===== src/rtl/nrisc_mul_seq_pkg.sv =====
// Shared definitions for the NRISC multiply sequencer:
// ULA control codes and sequencer state encoding.
package nrisc_mul_seq_pkg;

    localparam logic [3:0] ULA_ADD = 4'b0000;
    localparam logic [3:0] ULA_SHL = 4'b1100;

    localparam int ULA_SHAMT_W = 5;
    localparam int TAM_MAX     = 32;

    typedef enum logic [2:0] {
        S_IDLE = 3'd0,
        S_EVAL = 3'd1,
        S_ADD  = 3'd2,
        S_SHL  = 3'd3,
        S_DONE = 3'd4
    } mul_state_t;

    typedef struct packed {
        logic [TAM_MAX-1:0] a;
        logic [TAM_MAX-1:0] b;
        logic [3:0]         ctrl;
    } ula_req_t;

    function automatic logic is_busy_state(input mul_state_t s);
        return s != S_IDLE;
    endfunction

endpackage


===== src/rtl/nrisc_mul_seq_ula_mux.sv =====
// ULA operand/control selector: core passthrough while granted,
// sequencer-driven otherwise.
module nrisc_ula_mux
    import nrisc_mul_seq_pkg::*;
#(
    parameter int TAM = 16
) (
    input  logic           i_core_gnt,
    input  logic [TAM-1:0] i_core_a,
    input  logic [TAM-1:0] i_core_b,
    input  logic [3:0]     i_core_ctrl,
    input  logic [TAM-1:0] i_seq_a,
    input  logic [TAM-1:0] i_seq_b,
    input  logic [3:0]     i_seq_ctrl,
    output logic [TAM-1:0] o_ula_a,
    output logic [TAM-1:0] o_ula_b,
    output logic [3:0]     o_ula_ctrl
);

    always_comb begin
        o_ula_a    = i_seq_a;
        o_ula_b    = i_seq_b;
        o_ula_ctrl = i_seq_ctrl;
        if (i_core_gnt) begin
            o_ula_a    = i_core_a;
            o_ula_b    = i_core_b;
            o_ula_ctrl = i_core_ctrl;
        end
    end

endmodule


===== src/rtl/nrisc_mul_seq.sv =====
// Shift-and-add multiply sequencer driving the shared NRISC ULA;
// product is truncated to TAM bits.
module nrisc_mul_seq
    import nrisc_mul_seq_pkg::*;
#(
    parameter int TAM = 16
) (
    input  logic           clk,
    input  logic           rst_n,
    input  logic           start,
    input  logic [TAM-1:0] op_a,
    input  logic [TAM-1:0] op_b,
    input  logic [TAM-1:0] core_ula_a,
    input  logic [TAM-1:0] core_ula_b,
    input  logic [3:0]     core_ula_ctrl,
    input  logic [TAM-1:0] ula_out,
    input  logic [2:0]     ula_flags,
    output logic [TAM-1:0] ula_a,
    output logic [TAM-1:0] ula_b,
    output logic [3:0]     ula_ctrl,
    output logic           core_gnt,
    output logic           busy,
    output logic           done,
    output logic [TAM-1:0] result,
    output logic           result_zero
);

    generate
        if (TAM > TAM_MAX || TAM < 2) begin : g_bad_tam
            $error("nrisc_mul_seq: TAM out of range");
        end
    endgenerate

    mul_state_t     r_state;
    mul_state_t     w_state_nxt;
    logic [TAM-1:0] r_acc;
    logic [TAM-1:0] r_mcand;
    logic [TAM-1:0] r_mplier;
    logic [TAM-1:0] r_result;
    logic [TAM-1:0] w_seq_a;
    logic [TAM-1:0] w_seq_b;
    logic [3:0]     w_seq_ctrl;
    logic           w_core_gnt;
    logic [2:0]     w_unused_flags;

    // Flags are reserved; carry is deliberately ignored (wrap-around).
    assign w_unused_flags = ula_flags;

    always_comb begin
        w_state_nxt = r_state;
        w_seq_a     = r_acc;
        w_seq_b     = '0;
        w_seq_ctrl  = ULA_ADD;
        unique case (r_state)
            S_IDLE: begin
                if (start) begin
                    w_state_nxt = S_EVAL;
                end
            end
            S_EVAL: begin
                if (r_mplier == '0) begin
                    w_state_nxt = S_DONE;
                end else if (r_mplier[0]) begin
                    w_state_nxt = S_ADD;
                end else begin
                    w_state_nxt = S_SHL;
                end
            end
            S_ADD: begin
                w_seq_a     = r_acc;
                w_seq_b     = r_mcand;
                w_seq_ctrl  = ULA_ADD;
                w_state_nxt = S_SHL;
            end
            S_SHL: begin
                w_seq_a     = r_mcand;
                w_seq_b     = TAM'(1);
                w_seq_ctrl  = ULA_SHL;
                w_state_nxt = S_EVAL;
            end
            S_DONE: begin
                w_state_nxt = S_IDLE;
            end
            default: begin
                w_state_nxt = S_IDLE;
            end
        endcase
    end

    always_ff @(posedge clk or negedge rst_n) begin
        if (!rst_n) begin
            r_state <= S_IDLE;
        end else begin
            r_state <= w_state_nxt;
        end
    end

    always_ff @(posedge clk or negedge rst_n) begin
        if (!rst_n) begin
            r_acc    <= '0;
            r_mcand  <= '0;
            r_mplier <= '0;
            r_result <= '0;
        end else begin
            unique case (r_state)
                S_IDLE: begin
                    if (start) begin
                        r_mcand  <= op_a;
                        r_mplier <= op_b;
                        r_acc    <= '0;
                    end
                end
                S_ADD: begin
                    r_acc <= ula_out;
                end
                S_SHL: begin
                    r_mcand  <= ula_out;
                    r_mplier <= r_mplier >> 1;
                end
                S_DONE: begin
                    r_result <= r_acc;
                end
                default: begin
                end
            endcase
        end
    end

    assign w_core_gnt  = !is_busy_state(r_state);
    assign core_gnt    = w_core_gnt;
    assign busy        = !w_core_gnt;
    assign done        = (r_state == S_DONE);
    assign result      = r_result;
    assign result_zero = (r_result == '0);

    nrisc_ula_mux #(
        .TAM(TAM)
    ) u_ula_mux (
        .i_core_gnt (w_core_gnt),
        .i_core_a   (core_ula_a),
        .i_core_b   (core_ula_b),
        .i_core_ctrl(core_ula_ctrl),
        .i_seq_a    (w_seq_a),
        .i_seq_b    (w_seq_b),
        .i_seq_ctrl (w_seq_ctrl),
        .o_ula_a    (ula_a),
        .o_ula_b    (ula_b),
        .o_ula_ctrl (ula_ctrl)
    );

endmodule


===== config.mk =====
export PLATFORM = sky130hd
export DESIGN_NAME = nrisc_mul_seq
export DESIGN_NICKNAME = d
export VERILOG_FILES = /design/src/rtl/nrisc_mul_seq_pkg.sv /design/src/rtl/nrisc_mul_seq_ula_mux.sv /design/src/rtl/nrisc_mul_seq.sv
export SDC_FILE = /design/constraint.sdc
export NUM_CORES = 1
export LEC_CHECK = 0
export CAP_MARGIN = 20
export CORE_ASPECT_RATIO = 1.2
export CORE_MARGIN = 10
export CORE_UTILIZATION = 35
export DETAILED_ROUTE_END_ITERATION = 16
export HOLD_SLACK_MARGIN = 0.03
export PLACE_DENSITY = 0.66
export SLEW_MARGIN = 40
export SYNTH_ARGS = -nofsm -noshare
export SYNTH_HDL_FRONTEND = slang
export SYNTH_SLANG_ARGS = --single-unit

===== constraint.sdc =====
create_clock -name clk -period 2.4 [get_ports clk]
set_input_delay 0.24 -clock clk [delete_from_list [all_inputs] [get_ports clk]]
set_output_delay 0.24 -clock clk [all_outputs]
set_load 0.005 [all_outputs]

==> impl_metrics.ini <==
[power]
swShare = 0.3034
p_switching_mw = 1.266
p_comb_frac = 0.369
vdd_drop_max_mv = 0.3887
p_leak_nw = 2.644
pwr-share-seq = 0.351
power.density_nw_per_um2 = 764.3
clockPowerShare = 0.280
intPower_mw = 2.907

[timing]
setup_slack_ps = 80.46
fmax_mhz = 431.1
worst_pin_slew_ps = 644.8
final-hold-violation-count = 0
slew_headroom = 0.5701
setup_viol = 0
post-route-period-util = 0.9665
maxSlewViolCount = 0
fin_crit_ps = 2320
skew_ps = 7.778
rsz0062_at_grt = false

[worst_setup_path]
critPathTopFamily = buffers and inverters
cpMostUsedCell = buf_6
reg2reg_to = result[11]$_DFFE_PN0P_
worstSetupPathType = flip-flop to primary output
cp_num_cells = 6
start_kind = flip-flop
reg2reg_depth = 5
endpoint_kind = primary output
cp_cell_sequence = buf_6, nor3_4, buf_6, buf_16, a22o_1, clkdlybuf4s50_1
rrSetupSlack_ps = 530
endpoint = ula_b[12]
cp_slowest_stage_delay_ps = 500
crit_required_ps = 2160
cp_num_buf_inv = 4
cp.arrival_ps = 2080
cp_max_fo = 17
crit_start = r_state[0]$_DFFE_PN0P_
r2r-start = r_state[1]$_DFFE_PN0P_
slowest_stage = clkdlybuf4s50_1

[floorplanning]
row_count = 39
fp.dieH_um = 128.2
design.core.area_um2 = 9515
start_util = 0.3591
ioPinCount = 146
die_w_um = 110.2
die-area_um2 = 14130

[layout]
fin_util = 0.5738
multi_input_area_um2 = 1568
nFillCells = 841
ff_latch_area_um2 = 1677
final_common_cell = clkdlybuf4s50_1
drive_gt1_frac = 0.1656
layout_common_cells = 115 x clkdlybuf4s50_1, 67 x dfrtp_1, 48 x nand2_1
area_growth_pct = 59.80
nets = 575
design_area_um2 = 5460

[clocking]
cts_num_sinks = 67
numCtsBuffers = 9
cts_max_level = 3
clockBufferDepth = 2
clkTransAtPathRegs_ps = 50
cts_tree = built
cts_root_buf = clkbuf_16
worst_skew_pair.late_latency_ps = 320

[placed_design]
postPlaceCellArea_um2 = 4986
place_hpwl_mm = 9.137
io_buffers = 142
gp_congestion = 0.8427
pre_cts_ws_ps = 181.9

[routing]
drc_errors = 0
wl_per_cell_um = 19.54
highest_layer = met5
antenna_left = 0
routed-wl-met2_mm = 6.426
drt_iter0_markers = 169
vias = 3197
totalWireLength_mm = 12.00
first_pass_iters = 4
via_per_inst = 5.207
wl_met3_um = 718
wl_met1_mm = 4.685

[worst_hold_path]
hp-class = input port to flip-flop
hold_path_depth = 3

[synth]
syn_inst = 330
ys_seq_area_frac = 0.4907
ys_warn_count = 0
syn-num-nets = 420
synth_cell_types = 31
avgSynthCellArea_um2 = 10.35
syn_area_um2 = 3417
synth-seq-cells = 67

[outcome]
outcome = finished, final reports clean

[global_route]
grt_max_degree = 34
grt_antenna_before_repair = 2
grt_first_pass_wirelength_mm = 18.40
track_usage = 0.1685
first_global_vias = 3297
grt_overflow = 0

[job]
max-cap-violations = 0
==> repair_timing <==
item | in CTS | in global routing
setup endpoints to repair | 15 | 22
hold endpoints to repair | 26 | 0
gates resized for setup | 13 | 20
setup buffers | 6 | 4
pin swaps | 1 | 3
gates cloned | 1 | 1
hold buffers | 1 | 0
==> power groups by stage <==
stage	clock network, mW	logic [mW]	registers (mW)
floorplan	0	0.765	1.42
global placement	0	1.47	1.47
detailed placement	0	1.50	1.48
CTS	1.20	1.54	1.46
global route	1.25	1.68	1.49
finish	1.17	1.54	1.46
==> layout make-up <==
type                            instances  share of cell area
Timing Repair Buffer                  174              0.3254
Multi-Input combinational cell        230              0.2871
Clock buffer                           10             0.04377
Tap cell                              123             0.02819
Antenna cell                            2           0.0009166
Inverter                                3            0.002062
Sequential cell                        67              0.3071
Clock inverter                          5            0.005500
==> sequential cells by signal, summed over array words and instances (netlist names) <==
| name | cells |
|---|---|
| result | 16 |
| r_mcand | 16 |
| r_state | 3 |
| r_acc | 16 |
| r_mplier | 16 |
==> stage by stage <==
step / std cells / hold slack, ps / setup TNS [ps] / total power, mW
3_3_place_gp: 584 / 296.0 / 0 / 2.945
2_1_floorplan: 330 / -55.59 / 0 / 2.185
3_5_place_dp: 584 / 299.9 / 0 / 2.975
4_1_cts: 607 / 463.7 / -39.13 / 4.200
6_report: 614 / 464.0 / 0 / 4.173
5_1_grt: 612 / 467.8 / 0 / 4.413
==> Yosys cell counts, drive strengths merged <==
library cell / instances / share of area
dfrtp: 67 / 0.49
nand2: 48 / 0.053
a22o: 46 / 0.12
nor2: 34 / 0.039
buf: 23 / 0.045
a31oi: 20 / 0.037
mux2: 16 / 0.053
a21o: 15 / 0.033
nor3: 12 / 0.018
o22ai: 11 / 0.040
nor4: 8 / 0.015
clkbuf: 7 / 0.0077
and2: 3 / 0.0055
inv: 3 / 0.0033
a21oi: 2 / 0.0029
and4: 2 / 0.0051
nor3b: 2 / 0.0059
o21ai: 2 / 0.0029
and3b: 1 / 0.0026
mux2i: 1 / 0.0029
nand2b: 1 / 0.0018
nand3: 1 / 0.0015
nand3b: 1 / 0.0022
nor4b: 1 / 0.0070
o31ai: 1 / 0.0022
o32ai: 1 / 0.0026
or4b: 1 / 0.0040
==> cell families (layout without fill, tap and decap cells) <==
group | count (synthesis) | after routing | share of synthesized area
other | 0 | 2 | 0
AO/OA/AOI/OAI | 98 | 98 | 0.2384
AND/OR/NAND/NOR | 115 | 115 | 0.1593
multiplexers | 17 | 17 | 0.05566
buffers and inverters | 33 | 192 | 0.05602
flip-flops | 67 | 67 | 0.4907
==> routing by layer <==
| metal | vias to the layer above | track usage |
|---|---|---|
| met5 | - | 0 |
| met4 | 2 | 0.04466 |
| met3 | 13 | 0.04376 |
| met2 | 79 | 0.2986 |
| met1 | 1575 | 0.1940 |
| li1 | 1528 | - |
==> worst reg2reg max path, delay by kind of cell (launching register included) <==
family,cells,cell delay (ps)
AND/OR/NAND/NOR,2,520
buffers and inverters,2,440
flip-flops,1,430
multiplexers,1,350
==> worst min-delay path by stage <==
| stage | slack, ps | start | endpoint |
|---|---|---|---|
| final | 460 | op_b[15] | r_mplier[15]$_DFFE_PN0P_ |
| after global routing | 470 | op_b[15] | r_mplier[15]$_DFFE_PN0P_ |
| after CTS | 460 | op_b[15] | r_mplier[15]$_DFFE_PN0P_ |
| after detailed placement | 300 | rst_n | r_mplier[4]$_DFFE_PN0P_ |
| after global placement | 300 | rst_n | r_mplier[5]$_DFFE_PN0P_ |
| after floorplan | -60 | rst_n | r_acc[0]$_DFFE_PN0P_ |
Note: power is estimated with default switching activity, not from simulation.
